--- src/rtl/quad_enc_position.sv ---
// quad_enc_position
// Decodes one rotary encoder (quadrature A/B plus push-button) into a bounded
// 8-bit position in the range 0..MAX.
//   clk       : system clock
//   rst       : asynchronous, active-high reset
//   enc_in    : raw pins, bit 0 = A, bit 1 = B, bit 2 = BTN (active-high)
//   pos       : current position, 0..MAX
//   dir       : 01 = last change was an increment, 10 = decrement,
//               00 = no step since reset or recentre
//   step      : one-cycle pulse when pos changes because of rotation
//   btn_press : one-cycle pulse on the debounced rising edge of BTN
// Each input bit is synchronised, then debounced independently. A quadrature
// FSM on the debounced A/B pair only counts a full detent (11 -> 11 through all
// three intermediate codes). The button recentres the position and wins over a
// coincident count.
module quad_enc_position #(
    parameter int MAX        = 159,
    parameter int CENTER     = 0,
    parameter int WRAP       = 1,
    parameter int DEB_CYCLES = 50000
) (
    input  logic       clk,
    input  logic       rst,
    input  logic [2:0] enc_in,
    output logic [7:0] pos,
    output logic [1:0] dir,
    output logic       step,
    output logic       btn_press
);

    localparam int CNT_W = (DEB_CYCLES > 1) ? $clog2(DEB_CYCLES) : 1;
    localparam logic [CNT_W-1:0] DEB_LAST = CNT_W'(DEB_CYCLES - 1);
    localparam logic [7:0] MAX_V    = 8'(MAX);
    localparam logic [7:0] CENTER_V = 8'(CENTER);

    typedef enum logic [2:0] {
        ST_IDLE = 3'd0,
        ST_CW1  = 3'd1,
        ST_CW2  = 3'd2,
        ST_CW3  = 3'd3,
        ST_CCW1 = 3'd4,
        ST_CCW2 = 3'd5,
        ST_CCW3 = 3'd6,
        ST_ERR  = 3'd7
    } state_t;

    logic [2:0]       sync1_r;
    logic [2:0]       sync2_r;
    logic [2:0]       deb_r;
    logic [CNT_W-1:0] cnt_r [3];
    state_t           state_r;
    logic [1:0]       ab_s;
    logic             inc_req_s;
    logic             dec_req_s;
    logic             btn_prev_r;
    logic             btn_edge_s;
    logic [7:0]       pos_r;
    logic [1:0]       dir_r;
    logic             step_r;
    logic             btn_press_r;

    // Next position for an increment: wrap to 0 or hold at MAX at the top end.
    function automatic logic [7:0] pos_up(input logic [7:0] p);
        if (p == MAX_V) begin
            return (WRAP != 0) ? 8'd0 : MAX_V;
        end else begin
            return p + 8'd1;
        end
    endfunction

    // Next position for a decrement: wrap to MAX or hold at 0 at the bottom end.
    function automatic logic [7:0] pos_down(input logic [7:0] p);
        if (p == 8'd0) begin
            return (WRAP != 0) ? MAX_V : 8'd0;
        end else begin
            return p - 8'd1;
        end
    endfunction

    // Two-flop synchroniser on every raw pin.
    always_ff @(posedge clk or posedge rst) begin
        if (rst) begin
            sync1_r <= 3'b000;
            sync2_r <= 3'b000;
        end else begin
            sync1_r <= enc_in;
            sync2_r <= sync1_r;
        end
    end

    // Per-bit debounce: a new level must persist DEB_CYCLES cycles to be taken.
    always_ff @(posedge clk or posedge rst) begin
        if (rst) begin
            deb_r <= 3'b011;
            for (int i = 0; i < 3; i++) begin
                cnt_r[i] <= '0;
            end
        end else begin
            for (int i = 0; i < 3; i++) begin
                if (sync2_r[i] == deb_r[i]) begin
                    cnt_r[i] <= '0;
                end else if (cnt_r[i] == DEB_LAST) begin
                    deb_r[i] <= sync2_r[i];
                    cnt_r[i] <= '0;
                end else begin
                    cnt_r[i] <= cnt_r[i] + CNT_W'(1);
                end
            end
        end
    end

    // A in the upper bit so the codes read as "AB".
    assign ab_s       = {deb_r[0], deb_r[1]};
    assign btn_edge_s = deb_r[2] & ~btn_prev_r;

    // Quadrature state machine; only a complete detent reaches CW3/CCW3 -> IDLE.
    always_ff @(posedge clk or posedge rst) begin
        if (rst) begin
            state_r <= ST_IDLE;
        end else begin
            case (state_r)
                ST_IDLE: begin
                    case (ab_s)
                        2'b01:   state_r <= ST_CW1;
                        2'b10:   state_r <= ST_CCW1;
                        2'b00:   state_r <= ST_ERR;
                        default: state_r <= ST_IDLE;
                    endcase
                end
                ST_CW1: begin
                    case (ab_s)
                        2'b00:   state_r <= ST_CW2;
                        2'b11:   state_r <= ST_IDLE;
                        2'b10:   state_r <= ST_ERR;
                        default: state_r <= ST_CW1;
                    endcase
                end
                ST_CW2: begin
                    case (ab_s)
                        2'b10:   state_r <= ST_CW3;
                        2'b01:   state_r <= ST_CW1;
                        2'b11:   state_r <= ST_ERR;
                        default: state_r <= ST_CW2;
                    endcase
                end
                ST_CW3: begin
                    case (ab_s)
                        2'b11:   state_r <= ST_IDLE;
                        2'b00:   state_r <= ST_CW2;
                        2'b01:   state_r <= ST_ERR;
                        default: state_r <= ST_CW3;
                    endcase
                end
                ST_CCW1: begin
                    case (ab_s)
                        2'b00:   state_r <= ST_CCW2;
                        2'b11:   state_r <= ST_IDLE;
                        2'b01:   state_r <= ST_ERR;
                        default: state_r <= ST_CCW1;
                    endcase
                end
                ST_CCW2: begin
                    case (ab_s)
                        2'b01:   state_r <= ST_CCW3;
                        2'b10:   state_r <= ST_CCW1;
                        2'b11:   state_r <= ST_ERR;
                        default: state_r <= ST_CCW2;
                    endcase
                end
                ST_CCW3: begin
                    case (ab_s)
                        2'b11:   state_r <= ST_IDLE;
                        2'b00:   state_r <= ST_CCW2;
                        2'b10:   state_r <= ST_ERR;
                        default: state_r <= ST_CCW3;
                    endcase
                end
                ST_ERR: begin
                    if (ab_s == 2'b11) begin
                        state_r <= ST_IDLE;
                    end else begin
                        state_r <= ST_ERR;
                    end
                end
                default: state_r <= ST_IDLE;
            endcase
        end
    end

    // Count requests are decoded from the completing transition so that pos
    // moves one cycle after the debounced pair returns to 11.
    always_comb begin
        inc_req_s = 1'b0;
        dec_req_s = 1'b0;
        if ((state_r == ST_CW3) && (ab_s == 2'b11)) begin
            inc_req_s = 1'b1;
        end else if ((state_r == ST_CCW3) && (ab_s == 2'b11)) begin
            dec_req_s = 1'b1;
        end else begin
            inc_req_s = 1'b0;
            dec_req_s = 1'b0;
        end
    end

    // Position, direction and pulse outputs; a button edge overrides a count.
    always_ff @(posedge clk or posedge rst) begin
        if (rst) begin
            pos_r       <= CENTER_V;
            dir_r       <= 2'b00;
            step_r      <= 1'b0;
            btn_press_r <= 1'b0;
            btn_prev_r  <= 1'b0;
        end else begin
            btn_prev_r  <= deb_r[2];
            btn_press_r <= btn_edge_s;
            if (btn_edge_s) begin
                pos_r  <= CENTER_V;
                dir_r  <= 2'b00;
                step_r <= 1'b0;
            end else if (inc_req_s) begin
                pos_r  <= pos_up(pos_r);
                dir_r  <= 2'b01;
                step_r <= (pos_up(pos_r) != pos_r);
            end else if (dec_req_s) begin
                pos_r  <= pos_down(pos_r);
                dir_r  <= 2'b10;
                step_r <= (pos_down(pos_r) != pos_r);
            end else begin
                step_r <= 1'b0;
            end
        end
    end

    assign pos       = pos_r;
    assign dir       = dir_r;
    assign step      = step_r;
    assign btn_press = btn_press_r;

endmodule

--- config.mk ---
export PLATFORM = sky130hd
export DESIGN_NAME = quad_enc_position
export DESIGN_NICKNAME = d
export VERILOG_FILES = /design/src/rtl/quad_enc_position.sv
export SDC_FILE = /design/constraint.sdc
export NUM_CORES = 1
export LEC_CHECK = 0
export ABC_AREA = 1
export CAP_MARGIN = 20
export CORE_MARGIN = 5
export CORE_UTILIZATION = 60
export DETAILED_ROUTE_END_ITERATION = 10
export PLACE_DENSITY = 0.77
export SETUP_SLACK_MARGIN = 0.05
export SYNTH_ARGS = -nofsm -noshare
export SYNTH_HDL_FRONTEND = slang
export SYNTH_SLANG_ARGS = --single-unit
--- constraint.sdc ---
create_clock -name clk -period 6.2 [get_ports clk]
set_input_delay 1.24 -clock clk [delete_from_list [all_inputs] [get_ports clk]]
set_output_delay 1.24 -clock clk [all_outputs]
set_load 0.03 [all_outputs]
==> qor.csv, run 1 <==
stage,metric,value,unit
logic_synthesis,Synth Net Count,581,
logic_synthesis,Synth area leaders,"dfrtp_1 42%, nand2_1 10%, nor2_1 9.4%",
pwr,Lkg Pwr,0.002116,µW
clock_network,post-CTS resize count,0,
worst_setup_path,CP Capture Type,output pin,
placement,Area after DPL,4512,µm²
pwr,Switch Pwr,193.4,µW
clock_network,clock root cell,clkbuf_8,
final_layout,ANT cells,0,
final_layout,Syn-to-layout area delta,10.63,%
placement,Post-Place Worst Slack,3696,ps
timing,WHS,350.2,ps
drt,DRC violations left,0,
timing,f_max,0.3499,GHz
drt,Routed Antenna Nets,0,
logic_synthesis,largest area contributor in the netlist,dfrtp_1,
logic_synthesis,Synth async-reset ratio,100.0,%
clock_network,clock tree buffer depth,2,
logic_synthesis,Post-Synth Simple-Gate Area,35.98,%
worst_setup_path,Crit path arrival time,1620,ps
timing,Final TNS setup,0,ps
final_layout,"most common cell after layout, fill and taps aside",nand2_1,
floorplan,I/O pins,17,
worst_setup_path,CP bufs+invs,1,
logic_synthesis,synth unique cells,38,
worst_setup_path,RR Startpoint,deb_r[0]$_DFFE_PP1P_,
worst_setup_path,Crit path required time,4960,ps
clock_network,Clock Latency Late Sink,340,ps
logic_synthesis,post-synthesis sequential area ratio,43.05,%
worst_setup_path,Register-to-Register Setup Slack,4400,ps
global_route,All-Layer GR Usage,21.21,%
logic_synthesis,number of synthesized flops with an enable pin,0,
global_route,initial antenna violation count,0,
floorplan,initial core utilization,62.20,%
pwr,Seq pwr share,55.3,%
logic_synthesis,Compound-Gate Fraction of Synth Area,4.741,%
logic_synthesis,Yosys top cell area share,41.81,%
clock_network,H-tree Lvls,3,
clock_network,TritonCTS buffer count,9,
timing,minimum clock period,2858,ps
floorplan,die height,94.16,µm
global_route,first-pass GRT wire length,15040,µm
floorplan,area of the die,8865,µm²
final_layout,Final Cell Area,4701,µm²
hold_path,min-delay src,sync1_r[2]$_DFF_PP0_,
pwr,Worst VDD drop,0.0001905,V
logic_synthesis,combinational family with the most area after synthesis,simple AND/OR/NAND/NOR gates,
drt,Routed WL,8662,µm
logic_synthesis,Syn Area/Cell,7.547,µm²
timing,Fin. Hold Viols,0,
worst_setup_path,crit path launch type,register,
drt,DR pass1 iterations,5,
timing,final setup fails,0,
run_status,status,finished clean,
pwr,clock power share,41.3,%
hold_path,class of the worst hold path,reg -> reg,
worst_setup_path,worst r2r path cells,7,
timing,period utilization,46.09,%
drt,First DRT Iteration DRCs,216,
logic_synthesis,Post-synth top flop,dfrtp_1,
worst_setup_path,reg2reg end,state_r[0]$_DFF_PP0_,
logic_synthesis,mapped cell area,4249,µm²
hold_path,Hold EP,sync2_r[2]$_DFF_PP0_,
logic_synthesis,synth warn,0,
floorplan,Die Width,94.16,µm
final_layout,fraction of layout cells with a size suffix above 1,7.432,%
final_layout,Layout Nets,605,
final_layout,Filler Cells Inserted,607,
placement,number of buffers inserted by port buffering,16,
timing,worst setup margin,3342,ps
drt,vias per cell,5.262,
global_route,largest net degree at the start of global routing,74,
placement,final weighted congestion of routability-driven global placement,0.9180,
clock_network,# hold bufs at CTS,0,
worst_setup_path,critical path's top delay family,buffers and inverters,
final_layout,post-layout util,68.81,%
worst_setup_path,Setup CP Type,reg -> out,
hold_path,Hold Crit Depth,0,
worst_setup_path,Max Fanout on Critical Path,10,
timing,Worst Max-Slew Pin Slew,885.6,ps
clock_network,Clock Sinks,73,
clock_network,Post-CTS Setup Inserts,0,
logic_synthesis,Adder-Cell Fraction of Synth Area,3.828,%
worst_setup_path,"Cell Chain, Critical Path",clkdlybuf4s50_1,
pwr,Logic pwr share,3.3,%
global_route,grt total ovfl,0,
drt,Routed WL per cell,12.59,µm
drt,routed vias,3620,
timing,RSZ-0062 raised after global routing,no,
global_route,vias in the first global route,3358,
timing,Slew headroom,40.96,%
logic_synthesis,mux contribution to synthesized area,0,%
worst_setup_path,CP max stage cell,clkdlybuf4s50_1,
placement,HPWL Detailed,6405,µm
floorplan,row cnt,30,
floorplan,area of the core,6832,µm²
pwr,Pint,688.0,µW
clock_network,"CTS clk-pin slew, worst paths",70,ps
pwr,PwrDens,187.5,nW/µm²
logic_synthesis,Synth Register Bits,73,
worst_setup_path,Critical Path Max Stage Delay,740,ps
logic_synthesis,Synth Area in XOR/XNOR,4.918,%
flow_run,# Max-Cap Violations,0,
logic_synthesis,Post-Synthesis Cells,563,
clock_network,CTS tree,done,
pwr,switching portion of total power,21.95,%
timing,Final Skew,7.534,ps
final_layout,most frequent cells in the layout,"116 x nand2_1, 106 x nor2_1, 71 x inv_1, 71 x dfrtp_1, 49 x nand3_1",
timing,max-slew violations,0,
==> registers in the layout, indices dropped and copies added (netlist names) <==
signal,count
btn_press,1
btn_prev_r,1
cnt_r,48
deb_r,3
dir,2
pos,8
state_r,3
step,1
sync1_r,3
sync2_r,3
==> cell type report <==
type	instances	area [µm²]	share of cell area, %
Tap cell	96	120.1	2.555
Clock inverter	3	40.04	0.8517
Clock buffer	13	148.9	3.167
Multi-Input combinational cell	409	2102	44.72
Timing Repair Buffer	17	167.7	3.567
Inverter	77	292.8	6.228
Sequential cell	73	1829	38.91
==> cells by family (layout without fill, tap and decap cells) <==
kind of cell,count (synthesis),after routing
AND/OR/NAND/NOR,338,338
buffers and inverters,81,110
flip-flops,73,73
AO/OA/AOI/OAI,35,35
XOR/XNOR,23,23
adder cells (fa/ha/maj),13,13
==> layer usage <==
layer  part of all wire, %  GRT usage (%)  vias to the layer above
met5                     0              0                        -
met4                   2.0          8.544                        0
met3                   3.6          3.125                       17
met2                    47          34.52                       92
met1                    47          28.37                     1668
li1                      -              -                     1843
==> power groups by stage <==
stage / Sequential, µW / Clock, µW / Combinational [µW]
final: 488 / 364 / 29.5
after global routing: 488 / 398 / 34.5
after CTS: 488 / 372 / 30.5
after detailed placement: 497 / 0 / 30.5
after global placement: 496 / 0 / 29.7
after floorplan: 496 / 0 / 21.2
==> worst max path at each step <==
stage	to	cells after the start	startpoint	slack, ps
2_1_floorplan	btn_press$_DFF_PP0_	1	rst	3110
3_3_place_gp	cnt_r[39]$_DFF_PP0_	3	rst	3720
3_5_place_dp	cnt_r[39]$_DFF_PP0_	3	rst	3700
4_1_cts	pos[3]	1	pos[3]$_DFFE_PP0P_	3320
5_1_grt	pos[3]	1	pos[3]$_DFFE_PP0P_	3260
6_report	pos[3]	1	pos[3]$_DFFE_PP0P_	3340
==> Yosys cell counts, types with 5 or more instances <==
cell type and instances:
o22ai_1 5, nand2_2 5, nand3_1 49, a21oi_1 9, nand4_1 16, nor2_4 5
nor3_1 21, inv_1 72, ha_1 13, nor2_1 106, o21ai_0 12, nand2_1 116
dfrtp_1 71, xor2_1 19, nor3b_1 5
==> worst reg2reg max path: stages, from the launching register on <==
cell and delay (ps):
dfstp_2 620, inv_1 100, ha_1 270, or2_2 350, nand2_1 80, nand2_1 50, nor2_1 110, o211ai_1 100
==> metrics by stage <==
step / std cells / total power (µW)
2_1_floorplan: 563 / 516.8
3_3_place_gp: 672 / 526.1
3_5_place_dp: 672 / 527.3
4_1_cts: 688 / 890.1
5_1_grt: 688 / 921.0
6_report: 688 / 881.4
No activity file was read; power rests on OpenSTA's default activity.
==> inputs of run 2 (changes only) <==
==> constraint.sdc (replaced) <==
create_clock -name clk -period 2.85 [get_ports clk]
set_input_delay 0.57 -clock clk [delete_from_list [all_inputs] [get_ports clk]]
set_output_delay 0.57 -clock clk [all_outputs]
set_load 0.03 [all_outputs]
==> qor.csv, run 2 (same netlist as run 1, synthesis figures left out) <==
stage,metric,value,unit,change
run_status,status,finished clean,,
timing,RSZ-0062 raised after global routing,no,,
clock_network,Clock Sinks,73,,unchanged
timing,Final TNS setup,0,ps,unchanged
drt,routed vias,3672,,+1.4%
drt,DR pass1 iterations,5,,unchanged
clock_network,H-tree Lvls,3,,unchanged
drt,DRC violations left,0,,unchanged
worst_setup_path,CP Capture Type,output pin,,
clock_network,TritonCTS buffer count,9,,unchanged
worst_setup_path,critical path's top delay family,buffers and inverters,,
drt,Routed WL,8465,µm,-2.3%
placement,HPWL Detailed,6233,µm,-2.7%
floorplan,area of the core,6832,µm²,unchanged
global_route,vias in the first global route,3477,,+3.5%
pwr,PwrDens,395.0,nW/µm²,+110%
timing,f_max,0.4624,GHz,
worst_setup_path,"Cell Chain, Critical Path",clkdlybuf4s50_1,,
worst_setup_path,CP bufs+invs,1,,unchanged
global_route,grt total ovfl,0,,unchanged
floorplan,row cnt,30,,unchanged
clock_network,Clock Latency Late Sink,350,ps,about the same
clock_network,Post-CTS Setup Inserts,0,,unchanged
timing,final setup fails,0,,unchanged
worst_setup_path,Crit path required time,2280,ps,-2680 ps
clock_network,"CTS clk-pin slew, worst paths",70,ps,about the same
timing,Fin. Hold Viols,0,,unchanged
global_route,first-pass GRT wire length,14950,µm,-0.60%
global_route,largest net degree at the start of global routing,49,,-34%
worst_setup_path,Max Fanout on Critical Path,10,,unchanged
drt,vias per cell,5.329,,+1.3%
final_layout,Layout Nets,606,,+0.17%
drt,Routed WL per cell,12.29,µm,-2.4%
worst_setup_path,Setup CP Type,reg -> out,,
pwr,Worst VDD drop,0.0003105,V,+63%
pwr,total power draw,1859,µW,+110%
timing,Slew headroom,62.84,%,+22 points
floorplan,Die Width,94.16,µm,unchanged
drt,First DRT Iteration DRCs,184,,-15%
timing,minimum clock period,2163,ps,
global_route,All-Layer GR Usage,20.99,%,-0.22 points
clock_network,clock tree buffer depth,2,,unchanged
final_layout,most frequent cells in the layout,"116 x nand2_1, 106 x nor2_1, 71 x inv_1, 71 x dfrtp_1, 49 x nand3_1",,
final_layout,"most common cell after layout, fill and taps aside",nand2_1,,
final_layout,Largest register FFs,48,,unchanged
pwr,Logic pwr share,3.7,%,+0.4 points
pwr,switching portion of total power,22.72,%,+0.78 points
clock_network,CTS tree,done,,
floorplan,area of the die,8865,µm²,unchanged
worst_setup_path,Critical Path Max Stage Delay,730,ps,about the same
flow_run,# Max-Cap Violations,0,,unchanged
global_route,initial antenna violation count,0,,unchanged
clock_network,post-CTS resize count,0,,unchanged
floorplan,initial core utilization,62.20,%,unchanged
placement,final weighted congestion of routability-driven global placement,0.9397,,+2.4%
pwr,Seq pwr share,57.1,%,+1.8 points
final_layout,ANT cells,0,,unchanged
timing,max-slew violations,0,,unchanged
timing,Worst Max-Slew Pin Slew,553.5,ps,-332.1 ps
pwr,Pint,1437,µW,+110%
final_layout,Syn-to-layout area delta,10.78,%,
floorplan,die height,94.16,µm,unchanged
final_layout,Reg with most FFs,cnt_r,,
clock_network,# hold bufs at CTS,0,,unchanged
final_layout,fraction of layout cells with a size suffix above 1,7.589,%,+0.16 points
timing,period utilization,75.89,%,
hold_path,class of the worst hold path,reg -> reg,,
worst_setup_path,crit path launch type,register,,
pwr,Switch Pwr,422.4,µW,+120%
timing,Final Skew,15.26,ps,+7.727 ps
pwr,clock power share,39.3,%,-2.0 points
floorplan,I/O pins,17,,unchanged
worst_setup_path,CP max stage cell,clkdlybuf4s50_1,,
timing,WHS,354.0,ps,+3.791 ps
pwr,Lkg Pwr,0.002115,µW,about the same
worst_setup_path,Crit path arrival time,1590,ps,-30 ps
drt,Routed Antenna Nets,0,,unchanged
clock_network,clock root cell,clkbuf_8,,
placement,number of buffers inserted by port buffering,16,,unchanged
## run 2: layout make-up
class | count | area, µm²
inverters | 77 | 292.8
multi-input cells | 409 | 2102
repair buffers | 18 | 187.7
clock inverters | 2 | 12.51
well taps | 96 | 120.1
fillers | 577 | 2125
flip-flops and latches | 73 | 1829
clock buffers | 14 | 162.7
## run 2: final timing paths
path / to / slack, ps / startpoint / cells after the start
hold reg to reg: sync2_r[2]$_DFF_PP0_ / 350 / sync1_r[2]$_DFF_PP0_ / 0
min in group asynchronous: cnt_r[22]$_DFF_PP0_ / 590 / rst / 2
setup / recovery: pos[3] / 690 / pos[3]$_DFFE_PP0P_ / 1
setup reg to reg: state_r[0]$_DFF_PP0_ / 1090 / deb_r[0]$_DFFE_PP1P_ / 7
max in group asynchronous: deb_r[0]$_DFFE_PP1P_ / 1570 / rst / 3
hold / removal: sync2_r[2]$_DFF_PP0_ / 350 / sync1_r[2]$_DFF_PP0_ / 0
## run 2: power by group through the flow
| stage | Combinational (µW) | Clock, µW | Sequential, µW |
|---|---|---|---|
| after floorplan | 46.1 | 0 | 1080 |
| after global placement | 67.9 | 0 | 1080 |
| after detailed placement | 70.1 | 0 | 1080 |
| after CTS | 70.7 | 752 | 1060 |
| after global routing | 79.0 | 800 | 1060 |
| final | 68.0 | 730 | 1060 |
## run 2: metrics by stage
stage / utilization (%) / std cells / instance area [µm²] / setup slack [ps]
global route: 68.90 / 689 / 4707 / 585.7
CTS: 68.90 / 689 / 4707 / 665.2
global placement: 66.34 / 673 / 4532 / 1079
detailed placement: 66.34 / 673 / 4532 / 1044
floorplan: - / 563 / 4249 / 430.0
finish: 68.90 / 689 / 4707 / 687.2
## run 2: per-layer routing
layer	vias up	GRT usage, %	part of all wire, %
li1	1843	-	-
met1	1695	27.00	44
met2	122	35.05	48
met3	12	3.926	5.6
met4	0	7.822	1.7
met5	-	0	0
==> inputs of run 3 (changes only) <==
--- a/config.mk
+++ b/config.mk
@@ -8,9 +8,9 @@
 export ABC_AREA = 1
 export CAP_MARGIN = 20
 export CORE_MARGIN = 5
-export CORE_UTILIZATION = 60
+export CORE_UTILIZATION = 55
 export DETAILED_ROUTE_END_ITERATION = 10
-export PLACE_DENSITY = 0.77
+export PLACE_DENSITY = 0.74
 export SETUP_SLACK_MARGIN = 0.05
 export SYNTH_ARGS = -nofsm -noshare
 export SYNTH_HDL_FRONTEND = slang
==> constraint.sdc (replaced) <==
create_clock -name clk -period 1.82 [get_ports clk]
set_input_delay 0.364 -clock clk [delete_from_list [all_inputs] [get_ports clk]]
set_output_delay 0.364 -clock clk [all_outputs]
set_load 0.03 [all_outputs]
==> qor.csv, run 3 (same netlist as run 1, synthesis figures left out) <==
stage,metric,value,unit,change
run_status,status,finished clean,,
final_layout,Reg with most FFs,cnt_r,,
floorplan,Die Width,97.90,µm,+4.0%
worst_setup_path,crit path launch type,register,,
global_route,initial antenna violation count,0,,unchanged
timing,f_max,0.5816,GHz,
clock_network,H-tree Lvls,3,,unchanged
clock_network,CTS tree,done,,
worst_setup_path,Crit path arrival time,1360,ps,-230 ps
pwr,Lkg Pwr,0.002274,µW,+7.5%
floorplan,die height,97.90,µm,+4.0%
drt,Routed WL,9026,µm,+6.6%
drt,Routed Antenna Nets,0,,unchanged
final_layout,Final Cell Area,4886,µm²,+3.8%
clock_network,Clock Sinks,73,,unchanged
final_layout,most frequent cells in the layout,"116 x nand2_1, 106 x nor2_1, 71 x dfrtp_1",,
final_layout,fraction of layout cells with a size suffix above 1,10.43,%,+2.8 points
worst_setup_path,critical path's top delay family,buffers and inverters,,
timing,max-slew violations,0,,unchanged
worst_setup_path,Register-to-Register Setup Slack,160,ps,-930 ps
worst_setup_path,Max Fanout on Critical Path,1,,-9
placement,Area after DPL,4623,µm²,+2.0%
global_route,first-pass GRT wire length,15880,µm,+6.2%
floorplan,area of the core,7607,µm²,+11%
hold_path,class of the worst hold path,reg -> reg,,
global_route,All-Layer GR Usage,19.89,%,-1.1 points
timing,Final Skew,17.23,ps,+1.974 ps
final_layout,Syn-to-layout area delta,14.99,%,
pwr,Switch Pwr,691.8,µW,+64%
clock_network,TritonCTS buffer count,9,,unchanged
global_route,grt total ovfl,0,,unchanged
flow_run,# Max-Cap Violations,0,,unchanged
drt,First DRT Iteration DRCs,221,,+20%
global_route,largest net degree at the start of global routing,23,,-53%
timing,Slew headroom,68.67,%,+5.8 points
clock_network,"CTS clk-pin slew, worst paths",70,ps,about the same
placement,HPWL Detailed,6782,µm,+8.8%
pwr,Seq pwr share,50.0,%,-7.1 points
final_layout,Largest register FFs,48,,unchanged
clock_network,Clock Latency Late Sink,340,ps,about the same
floorplan,initial core utilization,55.86,%,-6.3 points
pwr,Logic pwr share,3.6,%,about the same
final_layout,Layout Nets,618,,+2.0%
floorplan,row cnt,32,,+6.7%
pwr,switching portion of total power,20.83,%,-1.9 points
clock_network,clock root cell,clkbuf_8,,
worst_setup_path,"Cell Chain, Critical Path",clkdlybuf4s50_1,,
pwr,PwrDens,679.9,nW/µm²,+72%
drt,DR pass1 iterations,4,,-1
global_route,vias in the first global route,3540,,+1.8%
timing,RSZ-0062 raised after global routing,yes,,
timing,period utilization,94.48,%,
floorplan,area of the die,9583,µm²,+8.1%
worst_setup_path,Setup CP Type,reg -> out,,
final_layout,Filler Cells Inserted,663,,+15%
drt,vias per cell,5.319,,-0.20%
timing,Worst Max-Slew Pin Slew,468.9,ps,-84.56 ps
timing,Final TNS setup,0,ps,unchanged
placement,final weighted congestion of routability-driven global placement,0.8991,,-4.3%
drt,Routed WL per cell,12.78,µm,+4.1%
clock_network,clock tree buffer depth,2,,unchanged
final_layout,ANT cells,0,,unchanged
timing,final setup fails,0,,unchanged
drt,routed vias,3755,,+2.3%
timing,minimum clock period,1720,ps,
worst_setup_path,CP bufs+invs,1,,unchanged
floorplan,I/O pins,17,,unchanged
timing,Fin. Hold Viols,0,,unchanged
final_layout,post-layout util,64.23,%,-4.7 points
worst_setup_path,CP max stage cell,clkdlybuf4s50_1,,
drt,DRC violations left,0,,unchanged
worst_setup_path,Crit path required time,1460,ps,-820 ps
final_layout,"most common cell after layout, fill and taps aside",nand2_1,,
pwr,Worst VDD drop,0.0004773,V,+54%
placement,number of buffers inserted by port buffering,16,,unchanged
worst_setup_path,CP Capture Type,output pin,,
clock_network,# hold bufs at CTS,0,,unchanged
pwr,Pint,2630,µW,+83%
pwr,clock power share,46.4,%,+7.1 points
worst_setup_path,Critical Path Max Stage Delay,680,ps,-50 ps
[run 3: cell types whose count changed in the layout (fill, tap and decap cells not counted), moves of 2 or more]
cell	change
buf_4	+11
clkdlybuf4s50_1	-10
dlygate4sd2_1	+9
bufinv_16	+3
clkbuf_1	-3
ha_1	-2
ha_2	+2
inv_1	-2
[run 3: path summary, 6_finish.rpt]
| path | start | to | cells past startpoint |
|---|---|---|---|
| max in group asynchronous | rst | cnt_r[7]$_DFF_PP0_ | 3 |
| worst max-delay path | step$_DFF_PP0_ | step | 1 |
| min in group asynchronous | rst | sync2_r[2]$_DFF_PP0_ | 2 |
| worst min register to register | sync1_r[2]$_DFF_PP0_ | sync2_r[2]$_DFF_PP0_ | 0 |
| worst min-delay path | sync1_r[2]$_DFF_PP0_ | sync2_r[2]$_DFF_PP0_ | 0 |
| worst max register to register | deb_r[0]$_DFFE_PP1P_ | pos[7]$_DFFE_PP0P_ | 9 |
[run 3: area by class of cell]
type / instances / area (µm²) / area share, %
repair buffers: 30 / 281.5 / 5.762
well taps: 102 / 127.6 / 2.612
clock inverters: 5 / 103.9 / 2.125
multi-input cells: 409 / 2110 / 43.18
clock buffers: 10 / 137.6 / 2.817
inverters: 77 / 296.5 / 6.069
flip-flops and latches: 73 / 1829 / 37.44
[run 3: power groups by stage]
stage,Combinational [µW],Clock (µW),Sequential (µW)
floorplan,72.7,0,1690
global placement,120,0,1690
detailed placement,124,0,1690
CTS,124,1570,1660
global route,138,1650,1660
finish,119,1540,1660
[run 3: stage by stage]
step / cells / power, µW / hold WS [ps] / worst slack (ps)
detailed placement: 688 / 1815 / 334.7 / 60.63
global route: 706 / 3449 / 367.4 / 35.80
floorplan: 563 / 1761 / 331.2 / 197.5
CTS: 703 / 3357 / 363.0 / 59.61
finish: 706 / 3322 / 359.5 / 100.5
global placement: 688 / 1810 / 332.5 / 140.0
[run 3: per-layer routing]
| metal | track usage [%] | wire length (µm) |
|---|---|---|
| met3 | 3.286 | 362 |
| met2 | 32.20 | 4350 |
| met1 | 26.41 | 4106 |
| met5 | 0 | 0 |
| met4 | 8.626 | 207 |
[run 3: timing repair]
item / in CTS / in global routing
resized for setup: 9 / 6
pin swaps: 1 / 1
buffers inserted: 0 / 3
endpoints found under the setup margin: 10 / 9
